File: config.mk
export PLATFORM = sky130hd
export DESIGN_NAME = rv32m_decode_stage
export DESIGN_NICKNAME = d
export VERILOG_FILES = /design/src/rtl/rv32m_pkg.sv /design/src/rtl/rv32_regfile.sv /design/src/rtl/rv32m_decode_stage.sv
export SDC_FILE = /design/constraint.sdc
export NUM_CORES = 2
export LEC_CHECK = 0
export ABC_AREA = 0
export BUFFER_PORTS_ARGS = -buffer_cell sky130_fd_sc_hd__buf_2
export CORE_UTILIZATION = 45
export CTS_CLUSTER_DIAMETER = 100
export DETAILED_ROUTE_END_ITERATION = 10
export GPL_TIMING_DRIVEN = 0
export SYNTH_ARGS = -nofsm -noshare
export SYNTH_HDL_FRONTEND = slang
export SYNTH_SLANG_ARGS = --single-unit
File: constraint.sdc
create_clock -name clk -period 2.8 [get_ports clk]
set_input_delay 0.28 -clock clk [delete_from_list [all_inputs] [get_ports clk]]
set_output_delay 0.28 -clock clk [all_outputs]
set_load 0.05 [all_outputs]
File: src/rtl/rv32m_pkg.sv
// Shared RV32IM decode constants: opcodes, funct fields and the ALU op-enable
// index used to build the one-hot enable vector.
package rv32m_pkg;

    localparam int unsigned XLEN = 32;

    localparam logic [6:0] OPC_OP     = 7'b0110011;
    localparam logic [6:0] OPC_OP_IMM = 7'b0010011;
    localparam logic [6:0] OPC_STORE  = 7'b0100011;
    localparam logic [6:0] OPC_LUI    = 7'b0110111;
    localparam logic [6:0] OPC_AUIPC  = 7'b0010111;

    localparam logic [6:0] F7_BASE   = 7'b0000000;
    localparam logic [6:0] F7_ALT    = 7'b0100000;
    localparam logic [6:0] F7_MULDIV = 7'b0000001;

    localparam logic [2:0] F3_ADD_SUB = 3'b000;
    localparam logic [2:0] F3_SLL     = 3'b001;
    localparam logic [2:0] F3_SLT     = 3'b010;
    localparam logic [2:0] F3_SLTU    = 3'b011;
    localparam logic [2:0] F3_XOR     = 3'b100;
    localparam logic [2:0] F3_SRL_SRA = 3'b101;
    localparam logic [2:0] F3_OR      = 3'b110;
    localparam logic [2:0] F3_AND     = 3'b111;

    localparam logic [2:0] F3_MUL    = 3'b000;
    localparam logic [2:0] F3_MULH   = 3'b001;
    localparam logic [2:0] F3_MULHSU = 3'b010;
    localparam logic [2:0] F3_MULHU  = 3'b011;
    localparam logic [2:0] F3_DIV    = 3'b100;
    localparam logic [2:0] F3_DIVU   = 3'b101;
    localparam logic [2:0] F3_REM    = 3'b110;
    localparam logic [2:0] F3_REMU   = 3'b111;

    localparam logic [2:0] F3_SB = 3'b000;
    localparam logic [2:0] F3_SH = 3'b001;
    localparam logic [2:0] F3_SW = 3'b010;

    typedef enum logic [4:0] {
        OP_MUL, OP_MULH, OP_MULHSU, OP_MULHU, OP_DIV, OP_DIVU, OP_REM, OP_REMU,
        OP_ADD, OP_SUB, OP_AND, OP_OR, OP_XOR, OP_SLL, OP_SRL, OP_SRA, OP_SLT,
        OP_ADDI, OP_ANDI, OP_ORI, OP_XORI, OP_SLTI, OP_SLTIU,
        OP_SLLI, OP_SRLI, OP_SRAI,
        OP_SW, OP_SH, OP_SB, OP_LUI, OP_AUIPC
    } op_e;

    localparam int unsigned NUM_OPS = 31;
    typedef logic [NUM_OPS-1:0] op_vec_t;

    // An all-zero result means the encoding has no ALU operation (illegal here).
    function automatic op_vec_t decode_ops(input logic [31:0] instr);
        op_vec_t ops;
        logic [6:0] opc;
        logic [2:0] f3;
        logic [6:0] f7;
        ops = '0;
        opc = instr[6:0];
        f3  = instr[14:12];
        f7  = instr[31:25];
        case (opc)
            OPC_OP: begin
                case (f7)
                    F7_BASE: begin
                        case (f3)
                            F3_ADD_SUB: ops[OP_ADD] = 1'b1;
                            F3_SLL:     ops[OP_SLL] = 1'b1;
                            F3_SLT:     ops[OP_SLT] = 1'b1;
                            F3_XOR:     ops[OP_XOR] = 1'b1;
                            F3_SRL_SRA: ops[OP_SRL] = 1'b1;
                            F3_OR:      ops[OP_OR]  = 1'b1;
                            F3_AND:     ops[OP_AND] = 1'b1;
                            default:    ops = '0;
                        endcase
                    end
                    F7_ALT: begin
                        case (f3)
                            F3_ADD_SUB: ops[OP_SUB] = 1'b1;
                            F3_SRL_SRA: ops[OP_SRA] = 1'b1;
                            default:    ops = '0;
                        endcase
                    end
                    F7_MULDIV: begin
                        case (f3)
                            F3_MUL:    ops[OP_MUL]    = 1'b1;
                            F3_MULH:   ops[OP_MULH]   = 1'b1;
                            F3_MULHSU: ops[OP_MULHSU] = 1'b1;
                            F3_MULHU:  ops[OP_MULHU]  = 1'b1;
                            F3_DIV:    ops[OP_DIV]    = 1'b1;
                            F3_DIVU:   ops[OP_DIVU]   = 1'b1;
                            F3_REM:    ops[OP_REM]    = 1'b1;
                            default:   ops[OP_REMU]   = 1'b1;
                        endcase
                    end
                    default: ops = '0;
                endcase
            end
            OPC_OP_IMM: begin
                case (f3)
                    F3_ADD_SUB: ops[OP_ADDI]  = 1'b1;
                    F3_SLL:     ops[OP_SLLI]  = 1'b1;
                    F3_SLT:     ops[OP_SLTI]  = 1'b1;
                    F3_SLTU:    ops[OP_SLTIU] = 1'b1;
                    F3_XOR:     ops[OP_XORI]  = 1'b1;
                    F3_SRL_SRA: begin
                        if (instr[30]) ops[OP_SRAI] = 1'b1;
                        else           ops[OP_SRLI] = 1'b1;
                    end
                    F3_OR:      ops[OP_ORI]   = 1'b1;
                    default:    ops[OP_ANDI]  = 1'b1;
                endcase
            end
            OPC_STORE: begin
                case (f3)
                    F3_SB:   ops[OP_SB] = 1'b1;
                    F3_SH:   ops[OP_SH] = 1'b1;
                    F3_SW:   ops[OP_SW] = 1'b1;
                    default: ops = '0;
                endcase
            end
            OPC_LUI:   ops[OP_LUI]   = 1'b1;
            OPC_AUIPC: ops[OP_AUIPC] = 1'b1;
            default:   ops = '0;
        endcase
        return ops;
    endfunction

endpackage

File: src/rtl/rv32_regfile.sv
// 32x32 integer register file: two asynchronous reads, one synchronous write,
// x0 hardwired to zero.
module rv32_regfile
    import rv32m_pkg::*;
(
    input  logic            clk,
    input  logic            rst_n,
    input  logic [4:0]      rs1_addr,
    input  logic [4:0]      rs2_addr,
    output logic [XLEN-1:0] rs1_data,
    output logic [XLEN-1:0] rs2_data,
    input  logic            we,
    input  logic [4:0]      wr_addr,
    input  logic [XLEN-1:0] wr_data
);

    logic [XLEN-1:0] regs [32];

    always_ff @(posedge clk or negedge rst_n) begin
        if (!rst_n) begin
            for (int unsigned i = 0; i < 32; i++) regs[i] <= '0;
        end else if (we && (wr_addr != 5'd0)) begin
            regs[wr_addr] <= wr_data;
        end
    end

    assign rs1_data = (rs1_addr == 5'd0) ? '0 : regs[rs1_addr];
    assign rs2_data = (rs2_addr == 5'd0) ? '0 : regs[rs2_addr];

endmodule

File: src/rtl/rv32m_decode_stage.sv
// Decode/operand-fetch stage feeding the RV32IM ALU through one registered
// slot with valid/ready handshaking; owns the register-file writeback port.
module rv32m_decode_stage
    import rv32m_pkg::*;
#(
    parameter logic [31:0] RESET_PC_VAL = 32'h0000_0000
) (
    input  logic        clk,
    input  logic        rst_n,
    input  logic        if_valid,
    output logic        if_ready,
    input  logic [31:0] if_instr,
    input  logic [31:0] if_pc,
    input  logic        flush,
    input  logic        wb_en,
    input  logic [4:0]  wb_rd,
    input  logic [31:0] wb_data,
    input  logic        ex_ready,
    output logic        ex_valid,
    output logic [31:0] RS1,
    output logic [31:0] RS2,
    output logic [31:0] IM_32_I,
    output logic [31:0] IM_32_S,
    output logic [31:0] IM_32_U,
    output logic [31:0] PC,
    output logic [4:0]  shift_amount,
    output logic        mul_en, mulh_en, mulhsu_en, mulhu_en,
    output logic        div_en, divu_en, rem_en, remu_en,
    output logic        add_en, sub_en, and_en, or_en, xor_en,
    output logic        sll_en, srl_en, sra_en, slt_en,
    output logic        addi_en, andi_en, ori_en, xori_en, slti_en, sltiu_en,
    output logic        slli_en, srli_en, srai_en,
    output logic        sw_en, sh_en, sb_en, lui_en, auipc_en,
    output logic [4:0]  rd,
    output logic        rd_we,
    output logic        illegal
);

    logic [4:0]  rs1_addr, rs2_addr, rd_addr;
    logic [31:0] rf_rs1, rf_rs2, rs1_val, rs2_val;
    logic [4:0]  shamt_d;
    logic        capture, illegal_d, rd_we_d, is_store;
    op_vec_t     ops_d, en_q;

    assign rs1_addr = if_instr[19:15];
    assign rs2_addr = if_instr[24:20];
    assign rd_addr  = if_instr[11:7];

    rv32_regfile u_regfile (
        .clk      (clk),
        .rst_n    (rst_n),
        .rs1_addr (rs1_addr),
        .rs2_addr (rs2_addr),
        .rs1_data (rf_rs1),
        .rs2_data (rf_rs2),
        .we       (wb_en),
        .wr_addr  (wb_rd),
        .wr_data  (wb_data)
    );

    // Same-cycle writeback forwards into the captured operands.
    assign rs1_val = (wb_en && wb_rd != 5'd0 && wb_rd == rs1_addr) ? wb_data : rf_rs1;
    assign rs2_val = (wb_en && wb_rd != 5'd0 && wb_rd == rs2_addr) ? wb_data : rf_rs2;

    assign if_ready = !ex_valid || ex_ready;
    assign capture  = if_valid && if_ready && !flush;

    always_comb begin
        ops_d     = decode_ops(if_instr);
        illegal_d = (ops_d == '0);
        is_store  = ops_d[OP_SW] || ops_d[OP_SH] || ops_d[OP_SB];
        rd_we_d   = !illegal_d && !is_store && (rd_addr != 5'd0);
        shamt_d   = '0;
        if (ops_d[OP_SLLI] || ops_d[OP_SRLI] || ops_d[OP_SRAI])
            shamt_d = if_instr[24:20];
        else if (ops_d[OP_SLL] || ops_d[OP_SRL] || ops_d[OP_SRA])
            shamt_d = rs2_val[4:0];
    end

    always_ff @(posedge clk or negedge rst_n) begin
        if (!rst_n) begin
            ex_valid     <= 1'b0;
            en_q         <= '0;
            illegal      <= 1'b0;
            rd_we        <= 1'b0;
            RS1          <= '0;
            RS2          <= '0;
            IM_32_I      <= '0;
            IM_32_S      <= '0;
            IM_32_U      <= '0;
            PC           <= RESET_PC_VAL;
            shift_amount <= '0;
            rd           <= '0;
        end else if (capture) begin
            ex_valid     <= 1'b1;
            en_q         <= ops_d;
            illegal      <= illegal_d;
            rd_we        <= rd_we_d;
            RS1          <= rs1_val;
            RS2          <= rs2_val;
            IM_32_I      <= {{20{if_instr[31]}}, if_instr[31:20]};
            IM_32_S      <= {{20{if_instr[31]}}, if_instr[31:25], if_instr[11:7]};
            IM_32_U      <= {12'h000, if_instr[31:12]};
            PC           <= if_pc;
            shift_amount <= shamt_d;
            rd           <= rd_addr;
        end else if (flush || ex_ready) begin
            // Emptying the slot drops the control bits; operand fields are don't-care.
            ex_valid <= 1'b0;
            en_q     <= '0;
            illegal  <= 1'b0;
            rd_we    <= 1'b0;
        end
    end

    assign mul_en    = en_q[OP_MUL];
    assign mulh_en   = en_q[OP_MULH];
    assign mulhsu_en = en_q[OP_MULHSU];
    assign mulhu_en  = en_q[OP_MULHU];
    assign div_en    = en_q[OP_DIV];
    assign divu_en   = en_q[OP_DIVU];
    assign rem_en    = en_q[OP_REM];
    assign remu_en   = en_q[OP_REMU];
    assign add_en    = en_q[OP_ADD];
    assign sub_en    = en_q[OP_SUB];
    assign and_en    = en_q[OP_AND];
    assign or_en     = en_q[OP_OR];
    assign xor_en    = en_q[OP_XOR];
    assign sll_en    = en_q[OP_SLL];
    assign srl_en    = en_q[OP_SRL];
    assign sra_en    = en_q[OP_SRA];
    assign slt_en    = en_q[OP_SLT];
    assign addi_en   = en_q[OP_ADDI];
    assign andi_en   = en_q[OP_ANDI];
    assign ori_en    = en_q[OP_ORI];
    assign xori_en   = en_q[OP_XORI];
    assign slti_en   = en_q[OP_SLTI];
    assign sltiu_en  = en_q[OP_SLTIU];
    assign slli_en   = en_q[OP_SLLI];
    assign srli_en   = en_q[OP_SRLI];
    assign srai_en   = en_q[OP_SRAI];
    assign sw_en     = en_q[OP_SW];
    assign sh_en     = en_q[OP_SH];
    assign sb_en     = en_q[OP_SB];
    assign lui_en    = en_q[OP_LUI];
    assign auipc_en  = en_q[OP_AUIPC];

endmodule

Word-level counts from Yosys, hierarchy flattened --
Index checks and enable logic that the tools add are counted.
Word-level totals: flip-flop bits (word level) 1208, input port bits 107, output and inout bits 237, logic and storage cells 136
Cells by class: order comparisons 4, equality and inequality tests 16, mux-type cells 40, bitwise logic cells 3, reductions and logical operators 29
Operator list (count):
- $bwmux 1024 | 1
- $bmux 32 s5 | 2
- $mux 32 | 9
- $demux 32 s5 | 1
- $mux 31 | 2
- $pmux 9 s2 | 2
- $logic_not 31->1 | 1
- $eq 7x6->1 const B | 4
- $ge 6x6->1 const B | 3
- $not 5->6 | 3
- $mux 17 | 1
- $mux 1 | 15
- $eq 7x5->1 const B | 2
- $eq 3x3->1 const B | 4
- $eq 5x5->1 | 2
- $logic_not 5->1 | 2
- $mux 5 | 2
- $reduce_bool 5->1 | 2
- $logic_and 1x1->1 | 8
- $logic_or 1x1->1 | 8
- $mux 8 | 1
- $eq 7x1->1 const B | 1
- $logic_not 7->1 | 1
- $reduce_or 7->1 | 1
- 9 further kinds | 14

Depth between registers and ports, before layout --
depth in word-level cells 10, mapped depth 11, mapped depth without buffers 8

By module --
A second synthesis with hierarchy kept.
Second synthesis, totals: cells, all modules 4293, area, all modules 61574.1 µm²
Modules (own cells, without submodules):
- rv32_regfile | instances 1, cells each 3513, area each 54075.6 µm², sequential area each 25624.6 µm²
- rv32m_decode_stage | instances 1, cells each 780, area each 7498.4 µm², sequential area each 4003.8 µm²

Worst setup path before layout --
Ideal clock, no wire load.
path type flip-flop to flip-flop, start point reg ex_valid, end point reg IM_32_I[6], library setup time 0.067 ns, arrival time 2.234 ns, data required time 2.733 ns, setup slack 0.500 ns, stages on the path, launching flop included 10, buffers on the path 3, period minus slack after synthesis 2.300 ns, path through dfrtp_1 > inv_1 > nor2_1 > inv_1 > nand3b_1 > buf_2 > clkbuf_1 > buf_1 > nand2_1 > nand2_1
Between the ends: word-level cells in the longest chain between the ends 4
Ends and longest elaborated chain:
- start, declared | RTL line rv32m_decode_stage.sv:19 | output logic ex_valid,
- start signal, assigned | RTL line rv32m_decode_stage.sv:82 | ex_valid <= 1'b0;
- start signal, assigned | RTL line rv32m_decode_stage.sv:95 | ex_valid <= 1'b1;
- start signal, assigned | RTL line rv32m_decode_stage.sv:109 | ex_valid <= 1'b0;
- $logic_not 1->1 | RTL line rv32m_decode_stage.sv:65 | assign if_ready = !ex_valid || ex_ready;
- $logic_or 1x1->1 | RTL line rv32m_decode_stage.sv:65
- named net if_ready | RTL line rv32m_decode_stage.sv:11 | output logic if_ready,
- $logic_and 1x1->1 (2 in series) | RTL line rv32m_decode_stage.sv:66 | assign capture = if_valid && if_ready && !flush;
- end signal, assigned | RTL line rv32m_decode_stage.sv:101 | IM_32_I <= {{20{if_instr[31]}}, if_instr[31:20]};
- end, declared | RTL line rv32m_decode_stage.sv:22 | output logic [31:0] IM_32_I,
The timed path passes the listed nets, and every way through them passes these cells. A chain may end at the register's enable or synchronous reset.

Final worst setup path --
start point in if_instr[19], end point reg RS1[27]
Between the ends: word-level cells in the longest chain between the ends 6, elaborated cells between the ends (all ways) 9, classes of those cells 1 x eq/ne; 5 x mux; 1 x bitwise; 2 x reduce/logical
Ends and longest elaborated chain:
- start, declared | RTL line rv32m_decode_stage.sv:12 | input logic [31:0] if_instr,
- $not 5->6 (implied by the code) | RTL line rv32_regfile.sv:27 | assign rs1_data = (rs1_addr == 5'd0) ? '0 : regs[rs1_addr];
- $bmux 32 s5 | RTL line rv32_regfile.sv:27
- $mux 32 (implied by the code) (2 in series) | RTL line rv32_regfile.sv:27
- $mux 32 | RTL line rv32_regfile.sv:27
- $mux 32 * | RTL line rv32m_decode_stage.sv:62 | assign rs1_val = (wb_en && wb_rd != 5'd0 && wb_rd == rs1_addr) ? wb_data : rf_rs1;
- end signal, assigned | RTL line rv32m_decode_stage.sv:99 | RS1 <= rs1_val;
- end, declared | RTL line rv32m_decode_stage.sv:20 | output logic [31:0] RS1,
Mark *: on every way between the ends. The rest lies on a longest branch, timed or not. The select of a mux whose other input is x is not followed.

==> metrics.csv <==
metric,value,unit
status,finished with violations,
failed_checks,"design-rule violations, max-capacitance violations, max-slew violations, negative setup slack",
cts_buffer_depth,3,
dpl.cell_count,6352,
initial_core_util,45.4,%
cts_sinks,1184,
arrival,3.53,ns
die_x,370,um
worst_slack,-0.0940,ns
rows,134,
p_comb_share,22.6,%
vias,44400,
place_congestion,0.954,
intPower,36.7,mW
worstPathCellList,clkbuf_1 > nor2_1 > nand2_1 > o311ai_2 > clkbuf_1 > o31ai_1,
r2r_cells,9,
yosys_warnings,0,
fin_crit_sh,103,%
io_buffers,319,
critical_path_class,in2reg,
clock_latency,0.82,ns
maxCapViolCount,9,
hold_viol,0,
met1_usage,45.6,%
worstPathMaxFanout,10,
clk_pin_slew_worst_paths,0.06,ns
nets,4921,
die_h,370,um
grt_overflow,0,
grt_pass1_wl,341,mm
instances_no_fill,6693,
postLayoutCellArea,70500,sq um
cts_tree,built,
layout-drive-gt1-share,46.7,%
p_total,52.7,mW
pwr-share-seq,42.9,%
regArea,29600,sq um
ys_seq_elements,1184,
p_sw_share,30.4,%
rsz0062_at_grt,false,
start_kind,input pin,
dr.pass1.iters,11,
cts_root_buf,clkbuf_16,
cp_slowest_stage_delay,1.14,ns
syn_inst,4244,
cp_slowest_cell,o311ai_2,
seq_area_frac_synth,48.7,%
synthArstFlopShare,100,%
synth_edf_count,0,
cts_buffers,134,
period_needed,2.89,ns
first_global_vias,43700,
power_density,748,nW/um^2
n_fill_cell,11400,
antenna_found_initial,19,
dp_slack,-0.910,ns
htreeDepth,4,
min_path_type,in2reg,
cp_common_cell,clkbuf_1,
dp_hpwl,163,mm
met2_usage,53.1,%
drc,102,
worst-slew-pin-transition,1.63,ns
netlist_area,60800,sq um
peakVddDrop,0.000613,V
synth.distinct_cells,63,
setup_viol,23,
max_clock_freq,346,MHz
wl_per_cell,37.0,um
p_leak,31.4,nW
multi_input_area,28400,sq um
ys.flop_type,dfrtp_1,
fin_worst_skew,0.0332,ns
slew_headroom,-8.94,%
grt_start_max_net_pins,160,
drt-initial-drc-count,5390,
core,134000,sq um
syn2layout_area_growth,15.9,%
vias_per_cell,6.63,
critPathCaptureType,flop,
finalMaxSlewViolations,66,
power.switching,16.0,mW
dpl-instance-area,64900,sq um
track_usage,36.3,%
dieArea,137000,sq um
antenna_left,0,
clock_power_share,34.6,%
hold-path-cell-count,5,
required,3.44,ns
busiest_layer,met2,
routed_wl,248,mm
syn_area_per_cell,14.3,sq um
io_pins,344,
grt_util_met3,14.5,%
## critical path: cells and delay by family
| kind | cells | cell delay [ns] |
|---|---|---|
| compound gates | 2 | 1.36 |
| buf+inv | 2 | 1.20 |
| simple gates | 2 | 0.67 |
## state kept, by name, indices dropped and copies added, names as in the netlist
| register | count |
|---|---|
| u_regfile.regs | 1024 |
| PC | 32 |
| RS1 | 32 |
| RS2 | 32 |
| en_q | 31 |
| IM_32_I | 12 |
| IM_32_U | 8 |
| IM_32_S | 5 |
| shift_amount | 5 |
| ex_valid | 1 |
| illegal | 1 |
| rd_we | 1 |
## timing repair
action / 4_1_cts / 5_1_grt
buffers inserted: 0 / 1
hold buffers: 92 / 0
pin swaps: 0 / 0
setup endpoints to repair: 91 / 256
gates resized for setup: 10 / 20
endpoints found under the hold margin: 432 / 0
cloned: 0 / 1
## cells in the mapped netlist (2+ instances only)
library cell / count / area share (%)
a31oi_1: 2 / 0.021
or4_1: 27 / 0.33
buf_12: 2 / 0.066
nor2b_1: 41 / 0.42
nor3b_1: 7 / 0.086
o32ai_1: 2 / 0.029
mux4_2: 456 / 17
nand3b_1: 7 / 0.086
buf_2: 110 / 0.91
and2_1: 4 / 0.041
o21ai_0: 80 / 0.66
a21oi_1: 37 / 0.30
a22o_1: 7 / 0.10
a32o_1: 12 / 0.20
inv_1: 11 / 0.068
clkbuf_8: 6 / 0.14
buf_1: 61 / 0.38
o31ai_1: 32 / 0.40
o21ai_1: 2 / 0.016
buf_6: 26 / 0.48
nor2_1: 81 / 0.50
mux4_1: 14 / 0.61
or3_1: 2 / 0.021
xor2_1: 6 / 0.086
xnor2_1: 4 / 0.058
nor3_1: 11 / 0.091
nand4_1: 2 / 0.021
nand2_1: 230 / 1.4
clkbuf_1: 226 / 1.4
mux2_2: 1024 / 19
dfrtp_1: 1184 / 49
nand2b_1: 4 / 0.041
buf_4: 90 / 1.1
and3_1: 17 / 0.17
a211oi_1: 34 / 0.42
o22ai_1: 183 / 1.9
a22oi_1: 77 / 0.95
nand3_1: 11 / 0.091
or2_2: 4 / 0.041
mux2i_1: 85 / 1.4
## cell usage in the layout (no fill, tap or decap), drive strengths merged, types with 77 or more instances in the layout
master       count
mux4           470
nor2            82
mux2          1024
mux2i           85
o22ai          183
clkbuf         432
dfrtp         1184
dlygate4sd3     90
o21ai           82
a22oi           77
nand2          230
buf            624
## per-layer routing
layer | up-vias | wire length [um]
li1 | 17200 | -
met1 | 23500 | 92400
met2 | 2917 | 108000
met3 | 762 | 30600
met4 | 30 | 16200
met5 | - | 517
## cell type report
type                    instances  share of cell area, %
diodes                          6                 0.0213
plain buffers                 524                   3.95
clock buffers                 200                   5.72
clock inverters                41                  0.630
inverters                      11                 0.0586
multi-input cells            2536                   40.3
flip-flops and latches       1184                   42.1
well taps                    1768                   3.14
repair buffers                423                   4.08
## power groups by stage
stage / combinational [mW] / clock [mW] / sequential [mW]
after floorplan: 7.55 / 0 / 23.0
after global placement: 11.4 / 0 / 22.6
after detailed placement: 11.6 / 0 / 22.8
after CTS: 11.8 / 18.3 / 22.5
after global routing: 12.5 / 19.0 / 23.0
final: 11.9 / 18.2 / 22.6
## worst paths after layout
check	startpoint	end	slack [ns]
hold reg to reg	PC[10]	PC[10]	0.47
setup reg to reg	ex_valid	RS1[11]	0.06
max in group asynchronous	rst_n	u_regfile.regs[114]	0.33
min in group asynchronous	rst_n	u_regfile.regs[100]	0.23
hold / removal	if_instr[0]	en_q[28]	0.02
setup / recovery	if_instr[19]	RS1[27]	-0.09
## per-stage QoR
stage | TNS, ns | util, % | hold WS [ns]
floorplan | 0 | - | -0.0156
global placement | - | 48.3 | 0.453
detailed placement | -108.95 | 48.5 | 0.212
CTS | 0 | 52.6 | 0.00462
global route | 0 | 52.7 | 0.0424
finish | -1.05 | 52.7 | 0.0228
## cell families after synthesis
family | count (synthesis) | synth area share (%)
buffers and inverters | 535 | 4.59
DFF | 1184 | 48.7
other | 1 | 0.00617
xor gates and xnor gates | 10 | 0.144
AOI/OAI and AO/OA | 479 | 5.15
muxes | 1579 | 37.9
and+or+nand+nor | 456 | 3.51
No activity file was read; power rests on OpenSTA's default activity.
